**src/rtl/key_expansion_if.sv**
```systemverilog
// Purpose: handshake/bus bundle between a key consumer and the key_expansion block.
// Latency: none, wires only.
// Backpressure: key_ready from the consumer stalls key_valid/round_key at the producer.
// Signals: start/key_in request an expansion; round_key/key_round/key_valid/key_ready
//          carry round keys out; busy and done report block status.
interface key_expansion_if;
    logic         start;
    logic [127:0] key_in;
    logic [127:0] round_key;
    logic [3:0]   key_round;
    logic         key_valid;
    logic         key_ready;
    logic         busy;
    logic         done;

    // master: the side requesting keys and consuming them
    modport master (
        output start, key_in, key_ready,
        input  round_key, key_round, key_valid, busy, done
    );

    // slave: the key_expansion block
    modport slave (
        input  start, key_in, key_ready,
        output round_key, key_round, key_valid, busy, done
    );
endinterface

```
**src/rtl/key_expansion.sv**
```systemverilog
// Purpose: AES-128 key schedule, emitting round keys 0..LAST_ROUND one per accepted transfer.
// Latency: first key 1 cycle after start; each further key 1 cycle after the previous transfer.
// Backpressure: key_ready=0 holds key_valid high with round_key/key_round frozen.
// Ports: clk, rst (sync, active-high); kx (slave) carries start, key_in, key_ready in and
//        round_key, key_round, key_valid, busy, done out. All outputs come from flops.

// Combinational AES S-box: multiplicative inverse in GF(2^8) followed by the affine map.
module aes_sbox (
    input  logic [7:0] a,
    output logic [7:0] s
);
    function automatic logic [7:0] gf_mul(input logic [7:0] x, input logic [7:0] y);
        logic [7:0] p;
        logic [7:0] t;
        p = 8'h00;
        t = x;
        for (int i = 0; i < 8; i++) begin
            if (y[i]) p = p ^ t;
            t = {t[6:0], 1'b0} ^ (t[7] ? 8'h1b : 8'h00);
        end
        return p;
    endfunction

    logic [7:0] x2, x3, x6, x12, x15, x30, x60, x120, x240, inv;

    // inverse = a^254 (0 maps to 0 naturally); 254 = 240 + 12 + 2
    always_comb begin
        x2   = gf_mul(a, a);
        x3   = gf_mul(x2, a);
        x6   = gf_mul(x3, x3);
        x12  = gf_mul(x6, x6);
        x15  = gf_mul(x12, x3);
        x30  = gf_mul(x15, x15);
        x60  = gf_mul(x30, x30);
        x120 = gf_mul(x60, x60);
        x240 = gf_mul(x120, x120);
        inv  = gf_mul(gf_mul(x240, x12), x2);
        s    = inv ^ {inv[6:0], inv[7]} ^ {inv[5:0], inv[7:6]}
                   ^ {inv[4:0], inv[7:5]} ^ {inv[3:0], inv[7:4]} ^ 8'h63;
    end
endmodule

// Round constant for rounds 1..10, placed in the most significant byte.
module aes_rcon (
    input  logic [3:0]  round_num,
    output logic [31:0] rcon
);
    always_comb begin
        rcon = 32'h0;
        case (round_num)
            4'd1:    rcon = 32'h01000000;
            4'd2:    rcon = 32'h02000000;
            4'd3:    rcon = 32'h04000000;
            4'd4:    rcon = 32'h08000000;
            4'd5:    rcon = 32'h10000000;
            4'd6:    rcon = 32'h20000000;
            4'd7:    rcon = 32'h40000000;
            4'd8:    rcon = 32'h80000000;
            4'd9:    rcon = 32'h1b000000;
            4'd10:   rcon = 32'h36000000;
            default: rcon = 32'h0;
        endcase
    end
endmodule

module key_expansion #(
    parameter logic [3:0] LAST_ROUND = 4'ha
) (
    input  logic            clk,
    input  logic            rst,
    key_expansion_if.slave  kx
);
    typedef enum logic {IDLE = 1'b0, RUN = 1'b1} state_t;

    state_t         state_q, state_nxt;
    logic [127:0]   round_key_q;
    logic [3:0]     key_round_q;
    logic           done_q;
    logic           key_valid_o, busy_o, xfer, last;

    // next-round datapath
    logic [31:0]    w0, w1, w2, w3, rot, sub, rc, t, w4, w5, w6, w7;
    logic [3:0]     round_nxt;

    // state register
    always_ff @(posedge clk) begin
        if (rst) state_q <= IDLE;
        else     state_q <= state_nxt;
    end

    // next-state logic; start is only looked at in IDLE, so a start during RUN is ignored
    always_comb begin
        state_nxt = state_q;
        case (state_q)
            IDLE:    if (kx.start)    state_nxt = RUN;
            RUN:     if (xfer && last) state_nxt = IDLE;
            default: state_nxt = IDLE;
        endcase
    end

    // outputs decoded from the state register only, so no input reaches them combinationally
    always_comb begin
        key_valid_o = (state_q == RUN);
        busy_o      = (state_q != IDLE);
        xfer        = (state_q == RUN) && kx.key_ready;
        // >= keeps key_round from ever stepping past LAST_ROUND
        last        = (key_round_q >= LAST_ROUND);
    end

    assign w0        = round_key_q[127:96];
    assign w1        = round_key_q[95:64];
    assign w2        = round_key_q[63:32];
    assign w3        = round_key_q[31:0];
    assign rot       = {w3[23:0], w3[31:24]};
    assign round_nxt = key_round_q + 4'd1;

    aes_sbox u_sb3 (.a(rot[31:24]), .s(sub[31:24]));
    aes_sbox u_sb2 (.a(rot[23:16]), .s(sub[23:16]));
    aes_sbox u_sb1 (.a(rot[15:8]),  .s(sub[15:8]));
    aes_sbox u_sb0 (.a(rot[7:0]),   .s(sub[7:0]));
    aes_rcon u_rcon (.round_num(round_nxt), .rcon(rc));

    assign t  = sub ^ rc;
    assign w4 = w0 ^ t;
    assign w5 = w1 ^ w4;
    assign w6 = w2 ^ w5;
    assign w7 = w3 ^ w6;

    // key registers: load on start, advance on a non-final transfer, otherwise hold
    always_ff @(posedge clk) begin
        if (rst) begin
            round_key_q <= 128'h0;
            key_round_q <= 4'd0;
            done_q      <= 1'b0;
        end else begin
            done_q <= xfer && last;
            if (state_q == IDLE && kx.start) begin
                round_key_q <= kx.key_in;
                key_round_q <= 4'd0;
            end else if (xfer && !last) begin
                round_key_q <= {w4, w5, w6, w7};
                key_round_q <= round_nxt;
            end
        end
    end

    assign kx.round_key = round_key_q;
    assign kx.key_round = key_round_q;
    assign kx.key_valid = key_valid_o;
    assign kx.busy      = busy_o;
    assign kx.done      = done_q;
endmodule

```
**src/flat_wrapper.sv**
```systemverilog
// flat-port wrapper written by rule: the top's interface ports become plain ports
module key_expansion_flat 
#(
    parameter logic [3:0] LAST_ROUND = 4'ha
)
  (clk, rst, kx_start, kx_key_in, kx_key_ready, kx_round_key, kx_key_round, kx_key_valid, kx_busy, kx_done);
  key_expansion_if kx_i ();
  input  logic clk;
  input  logic rst;
  input wire logic [$bits(kx_i.start)-1:0] kx_start;
  input wire logic [$bits(kx_i.key_in)-1:0] kx_key_in;
  input wire logic [$bits(kx_i.key_ready)-1:0] kx_key_ready;
  output wire logic [$bits(kx_i.round_key)-1:0] kx_round_key;
  output wire logic [$bits(kx_i.key_round)-1:0] kx_key_round;
  output wire logic [$bits(kx_i.key_valid)-1:0] kx_key_valid;
  output wire logic [$bits(kx_i.busy)-1:0] kx_busy;
  output wire logic [$bits(kx_i.done)-1:0] kx_done;
  assign kx_i.start = kx_start;
  assign kx_i.key_in = kx_key_in;
  assign kx_i.key_ready = kx_key_ready;
  assign kx_round_key = kx_i.round_key;
  assign kx_key_round = kx_i.key_round;
  assign kx_key_valid = kx_i.key_valid;
  assign kx_busy = kx_i.busy;
  assign kx_done = kx_i.done;
  key_expansion #(.LAST_ROUND(LAST_ROUND)) u_core (.clk(clk), .rst(rst), .kx(kx_i));
endmodule
```
**config.mk**
```make
export PLATFORM = sky130hd
export DESIGN_NAME = key_expansion_flat
export DESIGN_NICKNAME = d
export VERILOG_FILES = /design/src/rtl/key_expansion_if.sv /design/src/rtl/key_expansion.sv /design/src/flat_wrapper.sv
export SDC_FILE = /design/constraint.sdc
export NUM_CORES = 2
export LEC_CHECK = 0
export BUFFER_PORTS_ARGS = -buffer_cell sky130_fd_sc_hd__clkbuf_2
export CORE_AREA = 4 4 397 399
export CTS_CLUSTER_SIZE = 20
export DETAILED_ROUTE_END_ITERATION = 12
export DIE_AREA = 0 0 401 403
export PLACE_DENSITY_LB_ADDON = 0.08
export SYNTH_ARGS = -nofsm -noshare
export SYNTH_HDL_FRONTEND = slang
export SYNTH_SLANG_ARGS = --single-unit
```
**constraint.sdc**
```tcl
create_clock -name clk -period 21.4 [get_ports clk]
set_input_delay 3.21 -clock clk [delete_from_list [all_inputs] [get_ports clk]]
set_output_delay 3.21 -clock clk [all_outputs]
set_load 0.02 [all_outputs]
```
==> results.md <==
- Run status: finished clean
- Detailed-route wire length per cell: 20.3 um
- Post-route DRC violation count: 0
- Ports: 267
- Top cells by area, synth: xnor2_1 21%, xnor3_1 14%, xor2_1 7.1%
- Syn_area_per_cell: a little under 8 um^2
- Sequential element share of the synthesized area: 0.0501
- Number of fill cells in the layout: 16000
- DIE HEIGHT: between 400 and 500 um
- CTS tree: built
- Number of global-route vias before repair: roughly 46000
- Length of the first detailed-routing pass in iterations: 6
- Total of hold buffers inserted after clock tree synthesis: 0
- Post-layout minimum cycle time: 20260 ps
- Nets@finish: roughly 7000
- Largest area contributor in the synthesized netlist: xnor2_1
- Primary flip-flop cell chosen by synthesis mapping: dfxtp_1
- WHS: about 530 ps
- Detailed Route WL: 182000 um
- Number of cells traversed by the worst hold path: 2
- Endpoints failing hold: 0
- Final period util: 0.947
- Number of enable-type register cells in the synthesized netlist: 0
- Half-perimeter wire length of the detailed placement result: 138000 um
- Port buffer count: about 270
- Number of instances in the synthesized netlist: 6804
- Hold/Removal Path Class: reg2reg
- Cell with the most instances after synthesis: xnor2_1
- Count of final max-slew check failures: 0
- Last weighted congestion value of the routability-driven placer: 0.849
- Async set-or-reset flop fraction in the synthesized netlist: 0
- Slowest CP cell: xnor3_1
- Critical path type: reg2reg
- Number of buffers between clock root and the deepest sink: 2
- H-tree lvl count: 4
- Via total after detailed routing: about 49000
- Most frequent cells after synthesis: 1277 x xnor2_1, 823 x nor2_1, 673 x nand2_1, 434 x xor2_1, 331 x xnor3_1
- Storage element area: 0.00268 mm^2
- Critical path endpoint category: register
- Antenna violations before repair: 3
- Via density per instance: 5.40
- Final design utilization: 0.385
- Number of flip-flops and latches in the synthesized netlist: 134
- Die Wd: 401 um
- FP Rows: 144
- Biggest cell delay along the critical path: between 700 and 800 ps
- Global-route usage over all layers: 0.214
- Synthesis-to-layout area growth: 10.7%
- Critical Path Source: u_core.kx.round_key[24]$_SDFFE_PP0P_
- Iteration-0 DRC Markers: 3592
- Initial standard-cell utilization of the core: 0.348
- Num CTS Buffers: 17
- Maximum fanout encountered on the critical timing path: 18
- Worst reg-to-reg path cell count: 60
- First-pass GRT wire length: 283000 um
- Total core area: about 0.15 mm^2
- Clock transition at the registers of the reported paths: 70 ps
- Total setup violations reported at the end of the flow: 0
- Required time reported for the critical path endpoint: 21730 ps
- Setup slack of the most critical reg-to-reg path: 1140 ps
- Worst slew margin: 0.304
- Number of nets with antenna violations after routing: 0
- Post-Syn Area: 0.0535 mm^2
- Die Outline Area: around 0.16 mm^2
- Synth warnings: 0
- Fraction of layout cells with a size suffix above 1: 0.142
- Maximum number of pins on one net before global-route repair: 81
- Worst slew pin tran: roughly 1000 ps
- Area of combinational cells with multiple inputs: 0.0492 mm^2
- Number of clock sinks seen by CTS: 134
- Data arrival time of the critical path: slightly above 20000 ps
- Total gr overflow: 0
- Final Skew: roughly 12 ps
- Clock root buffer: clkbuf_16
- Maximum capacitance violations: 0
- Synth unique cells: ~120
- Clock Latency Late Sink: 440 ps
- Syn nets: 6970
- Post-synth top area share: 0.209
- Top achievable clock speed: 49.4 MHz
- Category of the worst setup path launch point: register
- Min-Delay Startpoint: u_core.kx.round_key[60]$_SDFFE_PP0P_
- Reg2Reg Launch Point: u_core.kx.round_key[24]$_SDFFE_PP0P_
## layout by cell type (no fill, tap or decap), drive strengths merged, types with 61 or more instances in the layout
master / count
nor2: 828
o21ai: 230
buf: 318
xnor2: 1360
inv: 114
a21oi: 313
xnor3: 348
clkbuf: 282
or3: 62
o22ai: 69
mux2i: 208
xor2: 454
nor2b: 68
nand3: 162
dfxtp: 134
nand2: 674
xor3: 61
a211oi: 77
nor3: 165
a22oi: 77
## worst paths after layout
kind	end
setup / recovery	u_core.kx.round_key[7]$_SDFFE_PP0P_
setup reg to reg	u_core.kx.round_key[7]$_SDFFE_PP0P_
hold reg to reg	u_core.kx.round_key[60]$_SDFFE_PP0P_
hold / removal	u_core.kx.round_key[60]$_SDFFE_PP0P_
## layer usage
metal	part of all wire	vias to the layer above	GRT usage
li1	-	23800	-
met1	0.48	23600	0.313
met2	0.47	1042	0.355
met3	0.037	98	0.0143
met4	0.0092	0	0.0205
met5	0	-	0
## cell families (layout without fill, tap and decap cells)
family	Yosys count	in the layout	share of synthesized area
multiplexers	255	255	0.0492
buffers and inverters	603	735	0.0480
AO/OA/AOI/OAI	1304	1304	0.168
other	0	1	0
flip-flops	134	134	0.0501
adder cells (fa/ha/maj)	34	34	0.00795
XOR/XNOR	2223	2223	0.489
AND/OR/NAND/NOR	2251	2251	0.188
## state kept, by name (all words and copies together), names as in the netlist
register,cells
u_core.kx.busy,1
u_core.kx.key_round,4
u_core.kx.round_key,128
u_core.kx.done,1
## worst max-delay path, delay by kind of cell, from the launching register on
family | cells | cell delay, ps
adder cells (fa/ha/maj) | 2 | 810
buffers and inverters | 3 | 600
flip-flops | 1 | 310
AO/OA/AOI/OAI | 12 | 3720
AND/OR/NAND/NOR | 11 | 2520
XOR/XNOR | 31 | 11740
multiplexers | 1 | 370
## layout make-up
type | count | area share
Sequential cell | 134 | 0.0453
Inverter | 120 | 0.00773
Antenna cell | 1 | 0.0000423
Timing Repair Buffer | 583 | 0.0631
Clock buffer | 17 | 0.00718
Tap cell | 2044 | 0.0432
Multi-Input combinational cell | 6067 | 0.830
Clock inverter | 15 | 0.00308
## through the flow
step / cells / setup WS (ps) / TNS (ps) / area, um^2
6_report: 8981 / 1140 / 0 / 59200
5_1_grt: 8981 / -15.5 / -34.1 / 59200
4_1_cts: 8967 / 12.4 / 0 / 58400
3_5_place_dp: 8935 / -121 / -413 / 57800
3_3_place_gp: 8935 / 12.1 / 0 / 57800
2_1_floorplan: 6804 / 1500 / 0 / 53500
## repair_timing
action                                 4_1_cts  5_1_grt
resized for setup                            3      107
endpoints found under the hold margin        0        0
setup buffers                                0       13
cloned                                       0        0
pin swaps                                    0        7
setup endpoints to repair                   11      128
Power is left out: the tool's default activity adds up to more than one toggle a clock period on the data nets, which glitch-free logic cannot reach.
